$ cat config.mk
export PLATFORM = sky130hd
export DESIGN_NAME = concat_engine_n
export DESIGN_NICKNAME = d
export VERILOG_FILES = /design/src/rtl/graph_isa_pkg.sv /design/src/rtl/concat_wr_delay.sv /design/src/rtl/concat_engine_n.sv
export SDC_FILE = /design/constraint.sdc
export NUM_CORES = 1
export LEC_CHECK = 0
export ABC_AREA = 1
export ABC_CLOCK_PERIOD_IN_PS = 8250
export BUFFER_PORTS_ARGS = -buffer_cell sky130_fd_sc_hd__buf_2
export CORE_MARGIN = 4
export CORE_UTILIZATION = 65
export DETAILED_ROUTE_END_ITERATION = 10
export PLACE_DENSITY_LB_ADDON = 0.2
export SLEW_MARGIN = 20
export SYNTH_ARGS = -nofsm -noshare
export SYNTH_HDL_FRONTEND = slang
export SYNTH_HIERARCHICAL = 1
export SYNTH_SLANG_ARGS = --single-unit
$ cat constraint.sdc
create_clock -name clk -period 8.25 [get_ports clk]
set_input_delay 0 -clock clk [delete_from_list [all_inputs] [get_ports clk]]
set_output_delay 0 -clock clk [all_outputs]
set_load 0.005 [all_outputs]
$ cat src/rtl/graph_isa_pkg.sv
// Shared graph-engine ISA definitions.
// Holds the concat engine's source limit and FSM state type.
package graph_isa_pkg;

  localparam int CONCAT_MAX_SRC = 8;

  typedef enum logic [1:0] {
    CN_IDLE,
    CN_ISSUE,
    CN_DRAIN,
    CN_DONE
  } cn_state_t;

endpackage

$ cat src/rtl/concat_wr_delay.sv
// Write-address delay line for the concat engine.
// Pairs each issued read with its destination address for RD_LAT cycles.
module concat_wr_delay #(
  parameter int AW    = 16,
  parameter int DEPTH = 1
) (
  input  logic          clk,
  input  logic          rst,
  input  logic          push,
  input  logic [AW-1:0] push_addr,
  output logic          pop,
  output logic [AW-1:0] pop_addr,
  output logic          pending
);

  logic [DEPTH-1:0] vld;
  logic [AW-1:0]    addr [DEPTH];

  always_ff @(posedge clk) begin
    if (rst) begin
      vld <= '0;
    end else begin
      vld[0] <= push;
      for (int unsigned i = 1; i < DEPTH; i++) begin
        vld[i] <= vld[i-1];
      end
    end
  end

  always_ff @(posedge clk) begin
    addr[0] <= push_addr;
    for (int unsigned i = 1; i < DEPTH; i++) begin
      addr[i] <= addr[i-1];
    end
  end

  assign pop      = vld[DEPTH-1];
  assign pop_addr = addr[DEPTH-1];

  // Entries that will still be in flight after the current output is consumed.
  always_comb begin
    pending = 1'b0;
    for (int unsigned i = 0; i + 1 < DEPTH; i++) begin
      pending = pending | vld[i];
    end
  end

endmodule

$ cat src/rtl/concat_engine_n.sv
// NUM_SRC-input last-dimension concat engine over SRAM0, one byte per cycle.
// Reads stream from per-source row pointers; writes follow RD_LAT cycles later.
module concat_engine_n
  import graph_isa_pkg::*;
#(
  parameter int SRAM0_AW = 16,
  parameter int NUM_SRC  = 4,
  parameter int RD_LAT   = 1
) (
  input  logic                  clk,
  input  logic                  rst,
  input  logic                  cmd_valid,
  output logic                  cmd_ready,
  input  logic [16*NUM_SRC-1:0] cmd_src_base,
  input  logic [16*NUM_SRC-1:0] cmd_src_row_len,
  input  logic [15:0]           cmd_dst_base,
  input  logic [15:0]           cmd_num_rows,
  output logic                  sram_rd_en,
  output logic [SRAM0_AW-1:0]   sram_rd_addr,
  input  logic [7:0]            sram_rd_data,
  output logic                  sram_wr_en,
  output logic [SRAM0_AW-1:0]   sram_wr_addr,
  output logic [7:0]            sram_wr_data,
  output logic                  busy,
  output logic                  done
);

  localparam int AW = SRAM0_AW;
  localparam int SW = (NUM_SRC > 1) ? $clog2(NUM_SRC) : 1;
  localparam logic [SW-1:0] SEG_LAST = SW'(NUM_SRC - 1);

  cn_state_t state, state_nx;

  logic [15:0]   len_q [NUM_SRC];
  logic [15:0]   pre_q [NUM_SRC];
  logic [AW-1:0] ptr_q [NUM_SRC];
  logic [AW-1:0] dst_ptr_q;
  logic [15:0]   stride_q;
  logic [15:0]   rows_q;
  logic [15:0]   row_q;
  logic [15:0]   byte_q;
  logic [SW-1:0] seg_q;

  logic [15:0]   pre_c [NUM_SRC];
  logic [15:0]   stride_c;
  logic          accept;
  logic          issue_rd;
  logic [15:0]   cur_len;
  logic          cur_zero;
  logic          seg_end;
  logic          row_end;
  logic          last_row;
  logic [AW-1:0] rd_addr_c;
  logic [AW-1:0] wr_addr_c;
  logic          dly_valid;
  logic [AW-1:0] dly_addr;
  logic          dly_pending;

  // Running prefix of row lengths; the final sum is the dst row stride.
  always_comb begin
    stride_c = '0;
    for (int unsigned i = 0; i < NUM_SRC; i++) begin
      pre_c[i] = stride_c;
      stride_c = stride_c + cmd_src_row_len[16*i +: 16];
    end
  end

  assign cmd_ready = (state == CN_IDLE);
  assign accept    = cmd_valid && cmd_ready;

  assign cur_len   = len_q[seg_q];
  assign cur_zero  = (cur_len == '0);
  assign seg_end   = cur_zero || (byte_q == cur_len - 16'd1);
  assign row_end   = seg_end && (seg_q == SEG_LAST);
  assign last_row  = (row_q == rows_q - 16'd1);

  assign rd_addr_c = ptr_q[seg_q] + AW'(byte_q);
  assign wr_addr_c = dst_ptr_q + AW'(pre_q[seg_q]) + AW'(byte_q);

  always_ff @(posedge clk) begin
    if (rst) begin
      state <= CN_IDLE;
    end else begin
      state <= state_nx;
    end
  end

  always_comb begin
    state_nx = state;
    issue_rd = 1'b0;
    case (state)
      CN_IDLE: begin
        if (accept) begin
          state_nx = (cmd_num_rows == '0 || stride_c == '0) ? CN_DONE : CN_ISSUE;
        end
      end
      CN_ISSUE: begin
        issue_rd = !cur_zero;
        if (row_end && last_row) begin
          state_nx = CN_DRAIN;
        end
      end
      CN_DRAIN: begin
        if (!dly_pending) begin
          state_nx = CN_DONE;
        end
      end
      CN_DONE: state_nx = CN_IDLE;
      default: state_nx = CN_IDLE;
    endcase
  end

  always_ff @(posedge clk) begin
    if (rst) begin
      seg_q     <= '0;
      byte_q    <= '0;
      row_q     <= '0;
      rows_q    <= '0;
      stride_q  <= '0;
      dst_ptr_q <= '0;
      for (int unsigned i = 0; i < NUM_SRC; i++) begin
        len_q[i] <= '0;
        pre_q[i] <= '0;
        ptr_q[i] <= '0;
      end
    end else if (accept) begin
      seg_q     <= '0;
      byte_q    <= '0;
      row_q     <= '0;
      rows_q    <= cmd_num_rows;
      stride_q  <= stride_c;
      dst_ptr_q <= AW'(cmd_dst_base);
      for (int unsigned i = 0; i < NUM_SRC; i++) begin
        len_q[i] <= cmd_src_row_len[16*i +: 16];
        pre_q[i] <= pre_c[i];
        ptr_q[i] <= AW'(cmd_src_base[16*i +: 16]);
      end
    end else if (state == CN_ISSUE) begin
      if (!seg_end) begin
        byte_q <= byte_q + 16'd1;
      end else begin
        byte_q <= '0;
        if (seg_q == SEG_LAST) begin
          // Row boundary: every pointer steps by its own row length, no multiply.
          seg_q     <= '0;
          row_q     <= row_q + 16'd1;
          dst_ptr_q <= dst_ptr_q + AW'(stride_q);
          for (int unsigned i = 0; i < NUM_SRC; i++) begin
            ptr_q[i] <= ptr_q[i] + AW'(len_q[i]);
          end
        end else begin
          seg_q <= seg_q + 1'b1;
        end
      end
    end
  end

  concat_wr_delay #(
    .AW    (AW),
    .DEPTH (RD_LAT)
  ) u_wr_delay (
    .clk       (clk),
    .rst       (rst),
    .push      (issue_rd),
    .push_addr (wr_addr_c),
    .pop       (dly_valid),
    .pop_addr  (dly_addr),
    .pending   (dly_pending)
  );

  assign sram_rd_en   = issue_rd && !rst;
  assign sram_rd_addr = sram_rd_en ? rd_addr_c : '0;
  assign sram_wr_en   = dly_valid && !rst;
  assign sram_wr_addr = sram_wr_en ? dly_addr : '0;
  assign sram_wr_data = sram_wr_en ? sram_rd_data : '0;
  assign busy         = (state != CN_IDLE);
  assign done         = (state == CN_DONE) && !rst;

endmodule

---- Word-level counts from Yosys, hierarchy flattened ----
Memories as Yosys holds them, arrays and structs flattened. A register that Yosys moved wholly into a read port is not among the register bits.
Index checks and enable logic that the tools add are counted.
cells by class
  add/sub/neg operators ................... 16
  equality and inequality tests ........... 8
  mux-type cells .......................... 47
  bitwise gates (word level) .............. 16
  reduce and logical (&&, ||, !) cells .... 23
operators by type and width
  kind                   count
  $mux 16                23
  $add 16x16->16         11
  $logic_not 16->1       3
  $add 16x1->16 const B  2
  $eq 16x16->1           2
  $sub 16x1->16 const B  2
  $mux 2                 10
  $or 1x1->1             16
  $mux 1                 12
  $mux 8                 1
  $pmux 2 s4             1
  $reduce_bool 2->1      4
  $eq 2x2->1 const B     3
  $logic_and 1x1->1      6
  $reduce_and 3->1       2
  $reduce_and 2->1       2
  $add 2x1->2 const B    1
  $eq 2x1->1 const B     1
  $logic_not 1->1        2
  $logic_not 2->1        1
  $logic_or 1x1->1       2
  $ne 2x1->1 const B     1
  $ne 2x2->1 const B     1
  $reduce_or 2->1        1
word-level totals
  flip-flop bits (word level) ............. 85
  bits in writable memories ............... 208
  input port bits ......................... 171
  memories ................................ 4
memory list
  name             depth  bits a word  read ports  clocked after Yosys merged registers in  wr ports  line                   RTL
  len_q            4      16           5           1                                        4         concat_engine_n.sv:34  logic [15:0] len_q [NUM_SRC];
  pre_q            4      16           1           1                                        4         concat_engine_n.sv:35  logic [15:0] pre_q [NUM_SRC];
  ptr_q            4      16           5           1                                        4         concat_engine_n.sv:36  logic [AW-1:0] ptr_q [NUM_SRC];
  u_wr_delay.addr  1      16           1           0                                        1         concat_wr_delay.sv:17  logic [AW-1:0] addr [DEPTH];

---- Depth between registers and ports, before layout ----
Gate-level depths: netlist (run 1).
  depth in word-level cells ............... 9
  gate-level depth with buffers ........... 37

---- Cells and area by module ----
Netlist (run 1), hierarchy kept.
by module, submodules not included
  module           times used  cells each  area an instance (µm²)  sequential area each (µm²)
  concat_engine_n  1           2683        19753.9                 6526.3
  concat_wr_delay  1           21          361.6                   340.3

---- Least setup slack after synthesis (run 1) ----
No wires, ideal clock.
  path type ............................... register to register
  start ................................... register state[0]
  end ..................................... memory len_q[0][0], enable pin
  setup time .............................. 501 ps
  arrival ................................. 3954 ps
  required time ........................... 7749 ps
  setup slack ............................. 3795 ps
  cell stages (with the launch flop) ...... 8
  period minus slack after synthesis ...... 4455 ps
  path through ............................ dfxtp_1 > inv_1 > ha_1 > nand2_1 > clkinv_1 > nor2_1 > inv_2 > clkbuf_1
RTL lines
  what                      line                   RTL
  start: declaration        concat_engine_n.sv:32  cn_state_t state, state_nx;
  start signal: assignment  concat_engine_n.sv:84  state <= state_nx;
  end: declaration          concat_engine_n.sv:34

==> impl_metrics.toml, run 1 <==
[status]
outcome = "completed"

[placement]
numPlacedInstances = 3250
pre_cts_slack_ns = 3.06
portBuffers = 215
gp_congestion = 1.03
place_hpwl_um = 51600

[sta]
min_period_ns = 5.38
rsz0062_at_grt = "false"
setup_violations = 0
finalCritPeriodShare_pct = 65.2
max_slew_margin_pct = 34.3
whs_ns = 0.162
tightest_slew_ns = 0.983
fin_tns_setup_ns = 0
slew_viol_final = 0
hold_viol = 0
fmax_mhz = 186
setup_ws_ns = 2.87
fin_skew_ns = 0.0284

[clock_tree]
h-tree-depth = 1
clk_pin_slew_ns = 0.06
postCtsSetupBuffers = 0
clock-sinks = 263
cts_buffers = 31
clockBufferDepth = 3
cts_tree = "built"
cts_root_buf = "clkbuf_16"
clock_latency_ns = 0.60

[synth]
syn_area_mm2 = 0.0201
synth-simple-area-share_pct = 23.5
netlist_instances = 2704
yosys_warnings = 6
synth_top_family_by_area = "simple AND/OR/NAND/NOR gates"
synth.avg_cell_area_um2 = 7.44
synth_seq_cells = 263
yosysSeqAreaShare_pct = 34.1
synth-edff-count = 160
async_reset_ff_share_pct = 0
syn_nets = 3060
yosys.area_share.xor_xnor_pct = 7.27
muxShareOfSynthArea_pct = 0
ys.flop_type = "edfxtp_1"
yosys.area_share.adder_pct = 12.4
synth_compound_area_share_pct = 13.8
ys_types = 50

[detailed_routing]
wl_per_cell_um = 20.5
drt_iter0_drc = 2441
via_per_inst = 5.99
ant_nets = 0
finalWirelength_um = 71400
dr.pass1.iters = 10
drc = 0
vias = 20800

[hold_path]
hp-class = "in2reg"
min_to = "rows_q[6]"
holdPathStages = 4
min-delay-start = "cmd_num_rows[6]"

[die]
start_util_pct = 65.8
dieHeight_um = 184
die_w_um = 184
ios = 216
core_mm2 = 0.0306
rows = 64
dieArea_mm2 = 0.0338

[critical_path]
critical_path_required_ns = 8.72
rr_endpoint = "u_wr_delay/addr[0][15]"
slowest_delay_ns = 0.82
cpMostUsedCell = "nor2_1"
worst-path-buf-inv = 4
crit_slowest_cell = "nor2_1"
start_kind = "flip-flop"
critPathTopFamily = "simple AND/OR/NAND/NOR gates"
rrSetupSlack_ns = 2.87
worstPathMaxFanout = 82
reg2reg_depth = 18
crit_path_end_kind = "flip-flop"
path_cells = "buf_4 -> inv_6 -> nor2_1 -> a21oi_1 -> fa_1 -> inv_1 -> ha_1 -> inv_1 -> fa_1 -> nor4_1 -> nor2_1 -> o21ai_0 -> a31oi_1 -> o21ai_0 -> a21oi_1 -> nor2_1 -> nor2_1 -> xor2_1"
critPathArrivalTime_ns = 5.85
worstSetupPathType = "reg2reg"

[finish]
layout-drive-gt1-share_pct = 10.4
fin_nets = 3415
fin_cells = 3480
area_growth_pct = 20.0

[pwr]
ir_drop_mv = 0.187
power.switching_uw = 2430
pwr-share-comb_pct = 41.0
total_power_uw = 5780
clkPwrFrac_pct = 24.3
seq_power_share_pct = 34.6
p_sw_share_pct = 41.9
power_density_mw_per_mm2 = 240
internal_power_uw = 3360
p_leak_uw = 0.0116

[grt]
first_global_vias = 19900
grt_antenna_before_repair = 1
grt.total_usage_pct = 40.9
grt-ovfl-total = 0
grt_max_degree = 83
grt_pass1_wl_um = 108000

[flow_run]
cap_violations = 0
## timing repair
| item | CTS | global route |
|---|---|---|
| endpoints found under the hold margin | 167 | 0 |
| gates resized for setup | 0 | 0 |
| hold buffers | 172 | 0 |
| endpoints found under the setup margin | 0 | 0 |
## placed cells by master, fill, tap and decap left out, types with 34 or more instances in the layout
cell,netlist,layout
o21ai_0,185,185
nand3_1,140,140
buf_2,6,215
nand2_1,583,583
dlygate4sd3_1,0,172
ha_1,160,160
edfxtp_1,160,160
a21oi_1,192,192
xnor2_1,42,42
nor2_1,322,320
xor2_1,125,125
dfxtp_1,103,102
clkbuf_16,0,36
inv_1,352,351
nor3_1,34,34
## state kept, by name (all words and copies together), names as in the netlist, 16 cells and up, named ones only
register         flops
byte_q              16
dst_ptr_q           16
len_q               64
pre_q               32
ptr_q               64
row_q               16
rows_q              16
stride_q            16
u_wr_delay/addr     16
## final cells by class
type	count	area [µm²]
repair buffers	395	2860
clock inverters	17	115
multi-input cells	2007	11500
diodes	1	2.50
fillers	2072	6460
clock buffers	40	927
well taps	396	495
flip-flops and latches	263	6870
inverters	361	1360
## how the worst max path moves through the flow
stage	endpoint	from	cells after the start
2_1_floorplan	len_q[0][0]	state[0]	7
3_3_place_gp	u_wr_delay/addr[0][15]	flip-flop	18
3_5_place_dp	state[1]	cmd_src_row_len[0]	32
4_1_cts	u_wr_delay/addr[0][15]	flip-flop	18
5_1_grt	state[1]	cmd_src_row_len[0]	34
6_report	u_wr_delay/addr[0][15]	flip-flop	18
## synth_stat cells (all sizes together), types with 2 or more instances
| master | n | area share [%] |
|---|---|---|
| nor2 | 332 | 6.5 |
| nor4 | 13 | 0.40 |
| o22ai | 19 | 0.59 |
| o2111ai | 2 | 0.087 |
| o21bai | 14 | 0.52 |
| a31oi | 5 | 0.16 |
| edfxtp | 160 | 24 |
| ha | 160 | 10 |
| o21a | 3 | 0.11 |
| a21o | 11 | 0.41 |
| buf | 26 | 1.1 |
| nand3b | 4 | 0.15 |
| xor2 | 125 | 5.4 |
| nor3 | 34 | 0.85 |
| o31ai | 10 | 0.37 |
| or2 | 10 | 0.31 |
| nand4 | 18 | 0.59 |
| a22o | 9 | 0.39 |
| nand2 | 592 | 11 |
| inv | 358 | 6.7 |
| clkbuf | 47 | 0.88 |
| a21boi | 13 | 0.49 |
| a211oi | 8 | 0.30 |
| a21oi | 195 | 4.9 |
| xnor2 | 42 | 1.8 |
| nand3 | 141 | 3.5 |
| fa | 25 | 2.5 |
| dfxtp | 103 | 10 |
| clkinv | 3 | 0.056 |
| o211ai | 2 | 0.075 |
| o21ai | 215 | 5.3 |
## power groups by stage
stage               Sequential, µW  Combinational, µW  Clock, µW
CTS                           1980               2300       1400
finish                        2000               2370       1410
floorplan                     1830               1670          0
global placement              2000               2150          0
detailed placement            2000               2210          0
global route                  2000               2620       1470
## cell families (layout without fill, tap and decap cells)
logic type,Yosys count,count (layout)
and+or+nand+nor,1146,1146
AOI/OAI and AO/OA,508,508
buffers and inverters,434,813
DFF,263,263
adders and majority gates,185,185
xor gates and xnor gates,167,167
other,1,2
## metal layers
layer | vias to the layer above | track usage [%] | part of all wire [%]
li1 | 9631 | - | -
met1 | 9391 | 51.6 | 36
met2 | 1463 | 66.2 | 45
met3 | 346 | 7.36 | 12
met4 | 2 | 23.1 | 7.4
met5 | - | 0 | 0.018
## through the flow
| step | utilization, % | area [µm²] |
|---|---|---|
| 2_1_floorplan | - | 20100 |
| 3_3_place_gp | 69.8 | 21400 |
| 3_5_place_dp | 69.8 | 21400 |
| 4_1_cts | 78.9 | 24100 |
| 5_1_grt | 78.9 | 24100 |
| 6_report | 78.9 | 24100 |
## tightest hold or removal path, stage by stage
cell	delay [ns]
dlygate4sd3_1	0.52
buf_2	0.11
nand2_1	0.04
nand2_1	0.05
No activity file was read; power rests on OpenSTA's default activity.
==> run 2, diff against run 1 <==
ABC_CLOCK_PERIOD_IN_PS = 4500   (was 8250)
CORE_UTILIZATION = 55   (was 65)
clock period = 4.5 ns   (was 8.25 ns; I/O delays follow)
==> run 2 against run 1 <==
Effect of this change: first-iteration DRC count shrank 29%; final cell count up 4.6%; register-to-register slack got worse by 2.5 ns; die area increased by 17%; clock power increased by 90%; setup slack worse by 2.6 ns; global-route usage decreased by 6.5 points.
==> impl_metrics.toml, run 2 (synthesis gave the netlist of run 1 again) <==
[hold_path]
min_to = "pre_q[3][0]"
holdPathStages = 5
min-delay-start = "cmd_src_row_len[16]"
hp-class = "in2reg"

[clock_tree]
cts_tree = "built"
clock_latency_ns = 0.61
clockBufferDepth = 3
clk_pin_slew_ns = 0.06
cts_root_buf = "clkbuf_16"
clock-sinks = 263
h-tree-depth = 1
cts_buffers = 31

[critical_path]
slowest_delay_ns = 0.55
worstSetupPathType = "in2reg"
rrSetupSlack_ns = 0.35
start_kind = "input pin"
crit_slowest_cell = "dlygate4sd3_1"
crit_path_end_kind = "flip-flop"
reg2reg_depth = 21
worstPathMaxFanout = 4
critical_path_required_ns = 5.00
critPathArrivalTime_ns = 4.71
rr_endpoint = "dst_ptr_q[6]"

[detailed_routing]
finalWirelength_um = 70400
drc = 0
wl_per_cell_um = 19.3
ant_nets = 0
vias = 20300
via_per_inst = 5.58
drt_iter0_drc = 1726
dr.pass1.iters = 7

[finish]
fin_nets = 3509
utilization_pct = 70.4
reg_top3 = "len_q (64), ptr_q (64), pre_q (32)"
area_growth_pct = 25.5
layout_common_cells = "579 x nand2_1, 350 x inv_1, 317 x nor2_1"
final_common_cell = "nand2_1"
layout-drive-gt1-share_pct = 13.8
fin_cells = 3639
final_cell_area_mm2 = 0.0252
num_antenna_cells = 0

[pwr]
power_density_mw_per_mm2 = 436
p_leak_uw = 0.0122
ir_drop_mv = 0.355
internal_power_uw = 6640
power.switching_uw = 4380
seq_power_share_pct = 32.7
p_sw_share_pct = 39.8
pwr-share-comb_pct = 43.0
clkPwrFrac_pct = 24.3

[sta]
fin_skew_ns = 0.0219
hold_viol = 0
min_period_ns = 4.20
whs_ns = 0.118
slew_viol_final = 0
tightest_slew_ns = 0.992
max_slew_margin_pct = 33.1
setup_violations = 0
fin_tns_setup_ns = 0
finalCritPeriodShare_pct = 93.4
fmax_mhz = 238

[grt]
grt.total_usage_pct = 34.3
first_global_vias = 19500
grt_pass1_wl_um = 106000
grt-ovfl-total = 0
grt_max_degree = 123
grt_antenna_before_repair = 0

[die]
ios = 216
die_w_um = 199
dieHeight_um = 199
core_mm2 = 0.0358
start_util_pct = 56.1
rows = 69
dieArea_mm2 = 0.0397

[flow_run]
cap_violations = 0

[status]
outcome = "completed"

[placement]
numPlacedInstances = 3402
placed_area_mm2 = 0.0222
place_hpwl_um = 53700
gp_congestion = 0.995
portBuffers = 215
## run 2: cell count changes in the layout (fill, tap and decap cells not counted), moves of 6 or more
cell,before,now
clkbuf_8,1,8
a21oi_1,192,186
buf_4,8,90
o21ai_0,185,179
dlygate4sd3_1,172,178
a21oi_2,3,9
## run 2: how the worst max path moves through the flow
stage / endpoint / from / slack (ns) / cells past startpoint
floorplan: len_q[0][0] / state[0] / 0.05 / 7
CTS: state[1] / cmd_src_row_len[4] / 0.06 / 30
finish: state[1] / cmd_src_row_len[22] / 0.30 / 32
detailed placement: state[1] / cmd_src_row_len[0] / -0.38 / 34
global placement: state[1] / cmd_src_row_len[0] / -0.31 / 33
global route: state[1] / cmd_src_row_len[5] / -0.11 / 32
## run 2: area by class of cell
class,instances,area (µm²)
repair buffers,489,3650
flip-flops and latches,263,6870
multi-input cells,2007,11700
clock inverters,11,98.8
inverters,361,1370
clock buffers,47,1000
well taps,461,577
fillers,2927,10600
## run 2: timing repair
action | 4_1_cts | 5_1_grt
hold endpoints to repair | 169 | 0
buffers inserted | 0 | 2
endpoints found under the setup margin | 0 | 39
hold buffers | 178 | 0
resized for setup | 0 | 44
## run 2: power groups by stage
stage / clock network [µW] / registers (µW) / logic (µW)
3_5_place_dp: 0 / 3610 / 4440
5_1_grt: 2790 / 3600 / 5280
2_1_floorplan: 0 / 3360 / 3060
4_1_cts: 2690 / 3560 / 4600
6_report: 2680 / 3600 / 4740
3_3_place_gp: 0 / 3600 / 4360
## run 2: per-stage QoR
stage               power (µW)  setup slack, ns
finish                   11000            0.296
global route             11700           -0.108
CTS                      10900           0.0632
detailed placement        8050           -0.377
global placement          7970           -0.307
floorplan                 6420           0.0450
## run 2: metal layers
layer | GRT usage (%) | vias to the layer above | wire (µm)
met1 | 47.1 | 9381 | 29000
met4 | 12.3 | 0 | 3170
li1 | - | 9815 | -
met2 | 56.1 | 928 | 32200
met5 | 0 | - | 0
met3 | 4.38 | 175 | 5940
## run 2: worst max-delay path: cells and delay by family
family                     cells  cell delay, ns
AOI/OAI and AO/OA              7            0.88
buffers and inverters          8            1.32
adders and majority gates      3            0.93
and+or+nand+nor               11            1.03
xor gates and xnor gates       3            0.52
